[config.mk]
export PLATFORM = sky130hd
export DESIGN_NAME = clint_timer
export DESIGN_NICKNAME = d
export VERILOG_FILES = /design/src/rtl/clint_timer.sv
export SDC_FILE = /design/constraint.sdc
export NUM_CORES = 1
export LEC_CHECK = 0
export ABC_AREA = 1
export ABC_CLOCK_PERIOD_IN_PS = 7150
export CAP_MARGIN = 25
export CORE_ASPECT_RATIO = 1.75
export CORE_MARGIN = 2
export CORE_UTILIZATION = 35
export CTS_BUF_LIST = sky130_fd_sc_hd__clkbuf_16
export DETAILED_ROUTE_END_ITERATION = 8
export PLACE_DENSITY_LB_ADDON = 0.2
export SKIP_CTS_REPAIR_TIMING = 1
export SYNTH_ARGS = -nofsm -noshare
export SYNTH_HDL_FRONTEND = slang
export SYNTH_SLANG_ARGS = --single-unit
[constraint.sdc]
create_clock -name clock -period 7.15 [get_ports clock]
set_input_delay 1.43 -clock clock [delete_from_list [all_inputs] [get_ports clock]]
set_output_delay 1.43 -clock clock [all_outputs]
set_load 0.05 [all_outputs]
[src/rtl/clint_timer.sv]
// clint_timer: core-local interruptor in the CLINT window.
// Holds msip, the 64-bit mtime counter and the 64-bit mtimecmp register.
// It derives the RTC tick from the system clock and drives the machine
// timer and software interrupt lines.
//
// Build option:
//   CLINT_MTIME_WR_EN - when defined, mtime (0xBFF8/0xBFFC) is byte-writable.
//                       A write wins over a coincident tick.
//                       When undefined, mtime writes are acknowledged but ignored.
//
// Ports:
//   clock, reset        system clock, asynchronous active-high reset
//   mem_valid           request valid, held until mem_ready
//   mem_instr           fetch flag (ignored)
//   mem_addr/wdata      byte address / write data
//   mem_wstrb           byte write strobes, 0000 = read
//   mem_rdata           read data, nonzero only while mem_ready=1
//   mem_ready           one-cycle completion pulse
//   timer_irq           machine timer interrupt (mtime >= mtimecmp)
//   soft_irq            machine software interrupt (msip[0])
module clint_timer #(
  parameter logic [31:0] BASE_ADDR = 32'h0200_0000,
  parameter int unsigned RTC_DIV   = 1524
) (
  input  logic        clock,
  input  logic        reset,
  input  logic        mem_valid,
  input  logic        mem_instr,
  input  logic [31:0] mem_addr,
  input  logic [31:0] mem_wdata,
  input  logic [3:0]  mem_wstrb,
  output logic [31:0] mem_rdata,
  output logic        mem_ready,
  output logic        timer_irq,
  output logic        soft_irq
);

  localparam int unsigned DIV_W = (RTC_DIV > 0) ? $clog2(RTC_DIV + 1) : 1;

  localparam logic [31:0] OFF_MSIP     = 32'h0000_0000;
  localparam logic [31:0] OFF_MTCMP_LO = 32'h0000_4000;
  localparam logic [31:0] OFF_MTCMP_HI = 32'h0000_4004;
  localparam logic [31:0] OFF_MTIME_LO = 32'h0000_BFF8;
  localparam logic [31:0] OFF_MTIME_HI = 32'h0000_BFFC;

  typedef enum logic {IDLE, RESP} state_t;

  state_t             state;
  logic [DIV_W-1:0]   div_cnt;
  logic               phase;
  logic [63:0]        mtime;
  logic [63:0]        mtimecmp;
  logic               msip;

  logic [31:0]        offset;
  logic               accept;
  logic               wr;
  logic               div_wrap;
  logic               tick;
  logic [31:0]        rd_val;
  logic               unused_instr;

  assign unused_instr = mem_instr;

  // Lane-wise merge of write data into an existing 32-bit word.
  function automatic logic [31:0] merge(input logic [31:0] old,
                                        input logic [31:0] data,
                                        input logic [3:0]  strb);
    logic [31:0] res;
    res = old;
    for (int b = 0; b < 4; b++) begin
      if (strb[b]) res[8*b +: 8] = data[8*b +: 8];
    end
    return res;
  endfunction

  // Request decode and read mux from the current (pre-edge) register values.
  always_comb begin
    offset   = mem_addr - BASE_ADDR;
    accept   = (state == IDLE) && mem_valid;
    wr       = |mem_wstrb;
    div_wrap = (div_cnt == DIV_W'(RTC_DIV));
    tick     = div_wrap && !phase;
    rd_val   = 32'h0;
    case (offset)
      OFF_MSIP:     rd_val = {31'h0, msip};
      OFF_MTCMP_LO: rd_val = mtimecmp[31:0];
      OFF_MTCMP_HI: rd_val = mtimecmp[63:32];
      OFF_MTIME_LO: rd_val = mtime[31:0];
      OFF_MTIME_HI: rd_val = mtime[63:32];
      default:      rd_val = 32'h0;
    endcase
  end

  // Bus handshake: sample in IDLE, pulse mem_ready for one cycle in RESP.
  always_ff @(posedge clock or posedge reset) begin
    if (reset) begin
      state     <= IDLE;
      mem_ready <= 1'b0;
      mem_rdata <= 32'h0;
    end else begin
      mem_ready <= 1'b0;
      mem_rdata <= 32'h0;
      case (state)
        IDLE: begin
          if (mem_valid) begin
            state     <= RESP;
            mem_ready <= 1'b1;
            mem_rdata <= rd_val;
          end
        end
        RESP:    state <= IDLE;
        default: state <= IDLE;
      endcase
    end
  end

  // RTC divider; the tick is the edge where phase goes 0 -> 1.
  always_ff @(posedge clock or posedge reset) begin
    if (reset) begin
      div_cnt <= '0;
      phase   <= 1'b0;
    end else if (div_wrap) begin
      div_cnt <= '0;
      phase   <= ~phase;
    end else begin
      div_cnt <= div_cnt + DIV_W'(1);
    end
  end

  // mtime counter; a write to either half suppresses that cycle's increment.
  always_ff @(posedge clock or posedge reset) begin
    if (reset) begin
      mtime <= 64'h0;
`ifdef CLINT_MTIME_WR_EN
    end else if (accept && wr && (offset == OFF_MTIME_LO)) begin
      mtime[31:0] <= merge(mtime[31:0], mem_wdata, mem_wstrb);
    end else if (accept && wr && (offset == OFF_MTIME_HI)) begin
      mtime[63:32] <= merge(mtime[63:32], mem_wdata, mem_wstrb);
`endif
    end else if (tick) begin
      mtime <= mtime + 64'd1;
    end
  end

  // mtimecmp and msip registers.
  always_ff @(posedge clock or posedge reset) begin
    if (reset) begin
      mtimecmp <= 64'hFFFF_FFFF_FFFF_FFFF;
      msip     <= 1'b0;
    end else if (accept && wr) begin
      if (offset == OFF_MTCMP_LO) mtimecmp[31:0]  <= merge(mtimecmp[31:0], mem_wdata, mem_wstrb);
      if (offset == OFF_MTCMP_HI) mtimecmp[63:32] <= merge(mtimecmp[63:32], mem_wdata, mem_wstrb);
      if ((offset == OFF_MSIP) && mem_wstrb[0]) msip <= mem_wdata[0];
    end
  end

  // Interrupt lines lag the registers by one cycle.
  always_ff @(posedge clock or posedge reset) begin
    if (reset) begin
      timer_irq <= 1'b0;
      soft_irq  <= 1'b0;
    end else begin
      timer_irq <= (mtime >= mtimecmp);
      soft_irq  <= msip;
    end
  end

endmodule

==> summary.txt, run 1 <==
status - complete, no violations
Via density - 5.04
Reg clk slew, reported paths - 0.07 ns
reg2reg setup slack - 4.53 ns
Clk network pwr share - 0.469
Max clock buf depth - 2
row cnt - 87
Internal Power - 1.55 mW
Fin. Hold Viols - 0
Area contributors post-synth - dfrtp_1 (25%), nand2_1 (16%), dfstp_2 (15%)
total grt overflow - 0
Routed WL - 39200 um
clock sink count - 176
PwrDens - 152 nW/um^2
GRT Util Overall - 0.237
post-synth top area share - 0.246
crit start category - primary input
register area share after synthesis - 0.393
count of cell types in the netlist - 33
Max FO, Critical Path - 22
Worst Tran Pin Value - 1.09 ns
IO buf count - 105
clk root buf - clkbuf_16
RSZ-0062 raised after global routing - no
relative slew slack - 0.272
Post-Syn Area - 11400 um^2
syn nets - 1748
Final nets - 1837
residual DRC count - 0
max cap viols - 0
Lkg Pwr - 5.98 nW
Arrival @ worst endpoint - 4.89 ns
first-pass GRT wire length - 61200 um
Hold Crit Class - reg -> reg
largest area contributor in the synthesized netlist - dfrtp_1
TNS Setup - 0 ns
CP Data Required Time - 7.52 ns
CTS HTree Levels - 4
crit path kind - in -> reg
worst skew pair latency - 0.46 ns
yosys warns - 0
Net Sw Frac - 0.239
Placement Cell Area - 12800 um^2
initial antenna violation count - 0
Mean Syn Cell Area - 7.10 um^2
# setup viols final - 0
num ports - 107
area grow syn2layout - 17.7%
Routed wire per std cell - 18.6 um
Initial Util - 0.354
fin crit period - 4.52 ns
Detailed Route Iter0 Violations - 570
Hold Crit Depth - 0
layout cells sized above 1 - 0.0749
ant diodes - 0
Final period util - 0.632
die height - 243 um
clock skew - 0.0117 ns
ANT nets after route - 0
Max Clk Rate - 0.221 GHz
combinational share of power - 0.042
HPWL after DPL - 30000 um
post-route cell area - 13400 um^2
Critical Path End Type - flop
1st-pass router iterations - 5
Placer Congestion - 0.948
Slew Limit Fails - 0
Peak VDD IR - 0.000172 V
vias - 10600
total CTS buffers - 17
maximum number of pins on one net before global-route repair - 81
Switch Pwr - 0.487 mW
Synth Register Bits - 176
die area - 34100 um^2
sequential share of power - 0.488
vias in the first global route - 10800
CTS tree - built
CORE AREA - 32200 um^2
Mapped Cells - 1608
Final Power - 2.04 mW
Reg2Reg Depth - 10
Die X - 141 um
-- stage by stage --
stage / hold WS, ns / setup slack (ns) / utilization / cells
finish: 0.417 / 2.63 / 0.417 / 2110
global route: 0.437 / 2.50 / 0.417 / 2110
CTS: 0.421 / 2.70 / 0.417 / 2109
detailed placement: 0.405 / 2.21 / 0.399 / 2077
global placement: 0.405 / 2.26 / 0.399 / 2077
floorplan: 0.369 / 1.05 / - / 1608
-- cells by family (layout without fill, tap and decap cells) --
group,count (synthesis),count (layout),synth area share
flip-flops,176,176,0.393
buffers and inverters,249,351,0.0851
AND/OR/NAND/NOR,884,884,0.328
XOR/XNOR,48,48,0.0368
adder cells (fa/ha/maj),68,68,0.0745
AO/OA/AOI/OAI,183,183,0.0830
-- power groups by stage --
stage          Clock (mW)  Sequential (mW)  Combinational, mW
3_3_place_gp            0             1.02             0.0876
3_5_place_dp            0             1.02             0.0887
6_report            0.958            0.998             0.0862
5_1_grt              1.02            0.997             0.0961
2_1_floorplan           0             1.02             0.0299
4_1_cts             0.985            0.997             0.0889
-- Yosys cell counts --
library cell  instances
clkinv_1              1
o21ai_0              62
nand2_2               1
ha_1                 68
buf_1                 3
inv_1               200
nand3b_1              1
a21oi_1              34
nor2_1              204
nor3_4                4
xor2_1               40
and2_1                1
nand4_1              66
nor3_1               52
nand3_1              50
o211ai_1              1
nor2_2                5
nand2_1             491
a31oi_4               1
o21a_1                4
dfrtp_1             112
nand3_2               5
nor3b_1               2
xnor2_1               8
and3_1                1
o21ai_1              80
nor2_8                1
clkbuf_1             18
a21o_1                1
buf_4                 3
dfstp_2              64
inv_2                 4
buf_2                20
-- metal layers --
layer  routed length [um]  global-route usage
met4                 2220               0.135
met5                    0                   0
met1                14600               0.251
met2                21200               0.446
met3                 1100              0.0312
-- sequential cells by signal, indices dropped and copies added, names as in the netlist --
register,flops
mtimecmp,64
mem_rdata,32
mtime,64
div_cnt,11
phase,1
msip,1
mem_ready,1
timer_irq,1
soft_irq,1
-- path summary, 6_finish.rpt --
check / start / to
max: mem_addr[3] / mem_rdata[4]$_DFF_PP0_
min: msip$_DFFE_PP0P_ / soft_irq$_DFF_PP0_
max reg2reg: div_cnt[6]$_DFF_PP0_ / mtime[61]$_DFFE_PP0P_
min reg2reg: msip$_DFFE_PP0P_ / soft_irq$_DFF_PP0_
max in group asynchronous: reset / mem_rdata[27]$_DFF_PP0_
min in group asynchronous: reset / mem_rdata[12]$_DFF_PP0_
-- area by class of cell --
type,count,area (um^2)
clock buffer,17,425
clock inverter,15,156
fill,3421,18800
inverter,205,774
multi-input combinational,1183,5980
sequential,176,4480
tap,400,500
timing repair buffer,114,1120
-- layout by cell type, fill, tap and decap left out, drive strengths merged, types with 56 or more instances in the layout --
cell / Yosys / layout
nor2: 210 / 210
inv: 204 / 208
nor3: 56 / 56
nand4: 66 / 66
ha: 68 / 68
dfrtp: 112 / 112
o21ai: 142 / 142
clkdlybuf4s50: 0 / 105
nand2: 492 / 492
dfstp: 64 / 64
-- worst max-delay path: stages --
cell,delay (ns)
clkdlybuf4s50_1,0.55
nand2_1,0.07
inv_1,0.05
nand3_1,0.12
inv_1,0.79
nand3_1,1.02
o21ai_0,0.62
nor2_1,0.08
nor2_1,0.13
Power figures use the tool's default switching activity.
==> inputs of run 2 (changes only) <==
--- a/config.mk
+++ b/config.mk
@@ -6,7 +6,7 @@
 export NUM_CORES = 1
 export LEC_CHECK = 0
 export ABC_AREA = 1
-export ABC_CLOCK_PERIOD_IN_PS = 7150
+export ABC_CLOCK_PERIOD_IN_PS = 3800
 export CAP_MARGIN = 25
 export CORE_ASPECT_RATIO = 1.75
 export CORE_MARGIN = 2
==> constraint.sdc (replaced) <==
create_clock -name clock -period 3.8 [get_ports clock]
set_input_delay 0.76 -clock clock [delete_from_list [all_inputs] [get_ports clock]]
set_output_delay 0.76 -clock clock [all_outputs]
set_load 0.05 [all_outputs]
==> run 2 against run 1 <==
Hold slack worse by 0.0082 ns; clock power up 81%; register-to-register slack worse by 3.3 ns; combinational power up 93%; cell area up 0.81%; final cell count up 0.71%; critical path depth up 1; first-iteration DRC count down 5.6%; flip-flop and latch count unchanged; sequential share of layout area down 0.27 points; wire length down 1.1%.
==> summary.txt, run 2 (same netlist as run 1, synthesis figures left out) <==
Hold Crit Class - reg -> reg
worst skew pair latency - 0.46 ns (about the same)
max cap viols - 0 (unchanged)
RSZ-0062 raised after global routing - no
ant diodes - 0 (unchanged)
relative slew slack - 0.406 (+0.135)
commonest cells after routing, fill and taps aside - nand2_1 (491), inv_1 (203), nor2_1 (203)
Critical Path End Type - flop
layout cells sized above 1 - 0.0794 (+0.00457)
Max clock buf depth - 2 (unchanged)
vias in the first global route - 10600 (-1.2%)
Detailed Route Iter0 Violations - 538 (-5.6%)
Die X - 141 um (unchanged)
Placement Cell Area - 13000 um^2 (+1.1%)
Final nets - 1852 (+0.82%)
maximum number of pins on one net before global-route repair - 89 (+9.9%)
Final period util - 0.735
most common cell after layout, fill and taps aside - nand2_1
Initial Util - 0.354 (unchanged)
area grow syn2layout - 18.7%
vias - 10600 (-0.26%)
num ports - 107 (unchanged)
hold path startpoint - msip$_DFFE_PP0P_
total CTS buffers - 17 (unchanged)
Layout Cells excl Fill - 2125 (+0.71%)
die height - 243 um (unchanged)
CP peak stage delay - 0.49 ns (-0.53 ns)
TNS Setup - 0 ns (unchanged)
row cnt - 87 (unchanged)
dpl cells - 2093 (+0.77%)
CTS HTree Levels - 4 (unchanged)
1st-pass router iterations - 5 (unchanged)
die area - 34100 um^2 (unchanged)
Max Clk Rate - 0.358 GHz
first-pass GRT wire length - 60100 um (-1.7%)
Via density - 4.99 (-0.97%)
HPWL after DPL - 30300 um (+0.88%)
Placer Congestion - 0.957 (+0.96%)
Storage cell area - 4480 um^2 (unchanged)
Reg clk slew, reported paths - 0.07 ns (about the same)
Routed WL - 38700 um (-1.1%)
Lkg Pwr - 6.06 nW (+1.4%)
GRT Util Overall - 0.232 (-0.00522)
total grt overflow - 0 (unchanged)
RR Startpoint - mtime[12]$_DFFE_PP0P_
CP Data Required Time - 4.18 ns (-3.34 ns)
fin crit period - 2.79 ns
Arrival @ worst endpoint - 3.17 ns (-1.72 ns)
PwrDens - 279 nW/um^2 (+83%)
Slew Limit Fails - 0 (unchanged)
# setup viols final - 0 (unchanged)
ANT nets after route - 0 (unchanged)
CTS tree - built
clk root buf - clkbuf_16
clock skew - 0.0123 ns (+0.000621 ns)
Fin. Hold Viols - 0 (unchanged)
residual DRC count - 0 (unchanged)
CP cell instances - clkdlybuf4s50_1 -> inv_1 -> ha_1 -> nor2_1 -> nor2_1 -> nor2_1 -> nand3_1 -> nor2_8 -> nand3_2 -> o21ai_1
crit start category - primary input
area taken by multi-input logic gates - 5970 um^2 (about the same)
crit path kind - in -> reg
reg2reg setup slack - 1.25 ns (-3.28 ns)
Crit-path slowest cell - clkdlybuf4s50_1
Max FO, Critical Path - 21 (-4.5%)
Peak VDD IR - 0.000306 V (+77%)
clock sink count - 176 (unchanged)
most used cell, CP - nor2_1
Routed wire per std cell - 18.2 um (-1.8%)
CORE AREA - 32200 um^2 (unchanged)
crit path from - mem_addr[25]
number of fill cells - 3408 (-0.38%)
IO buf count - 105 (unchanged)
biggest registers after layout - mtime x64, mtimecmp x64, mem_rdata x32
initial antenna violation count - 0 (unchanged)
post-route cell area - 13500 um^2 (+0.81%)
Worst Tran Pin Value - 0.884 ns (-0.208 ns)
status - complete, no violations
==> run 2: cell count changes in the layout (fill, tap and decap cells not counted), sizes merged <==
cell | before | now
buf | 9 | 24
inv | 208 | 207
clkinvlp | 2 | 3
==> run 2: routing by layer <==
metal,global-route usage,wire (um),vias up
met1,0.246,14700,4980
met2,0.452,21500,202
met4,0.101,1560,0
met3,0.0296,1020,73
met5,0,0,-
li1,-,-,5356
==> run 2: layout make-up <==
type | count | area share
clock inverter | 15 | 0.00988
multi-input combinational | 1183 | 0.441
sequential | 176 | 0.331
tap | 400 | 0.0370
inverter | 205 | 0.0571
timing repair buffer | 129 | 0.0927
clock buffer | 17 | 0.0314
==> run 2: where the power goes <==
part	switching, mW	total (mW)	internal, mW
clock network	0.781	1.73	0.952
logic	0.0872	0.166	0.0790
registers	0.000329	1.88	1.88
==> run 2: through the flow <==
| stage | setup slack (ns) | utilization | power, mW | hold slack [ns] |
|---|---|---|---|---|
| 4_1_cts | 0.986 | 0.420 | 3.83 | 0.412 |
| 3_5_place_dp | 0.505 | 0.403 | 2.08 | 0.397 |
| 2_1_floorplan | 0.840 | - | 1.97 | 0.369 |
| 6_report | 1.01 | 0.420 | 3.78 | 0.409 |
| 3_3_place_gp | 0.580 | 0.403 | 2.08 | 0.391 |
| 5_1_grt | 0.858 | 0.420 | 3.92 | 0.439 |
==> run 2: critical path, delay by kind of cell <==
kind	cells	cell delay, ns
buffers and inverters	2	0.54
and+or+nand+nor	6	1.36
adders and majority gates	1	0.20
AOI/OAI and AO/OA	1	0.29
==> run 2: path summary, 6_finish.rpt <==
path,to,depth (start not counted)
max,mtimecmp[50]$_DFFE_PP1P_,10
min,soft_irq$_DFF_PP0_,0
max reg2reg,mtime[45]$_DFFE_PP0P_,8
min reg2reg,soft_irq$_DFF_PP0_,0
max in group asynchronous,mtimecmp[25]$_DFFE_PP1P_,3
min in group asynchronous,mem_rdata[12]$_DFF_PP0_,3
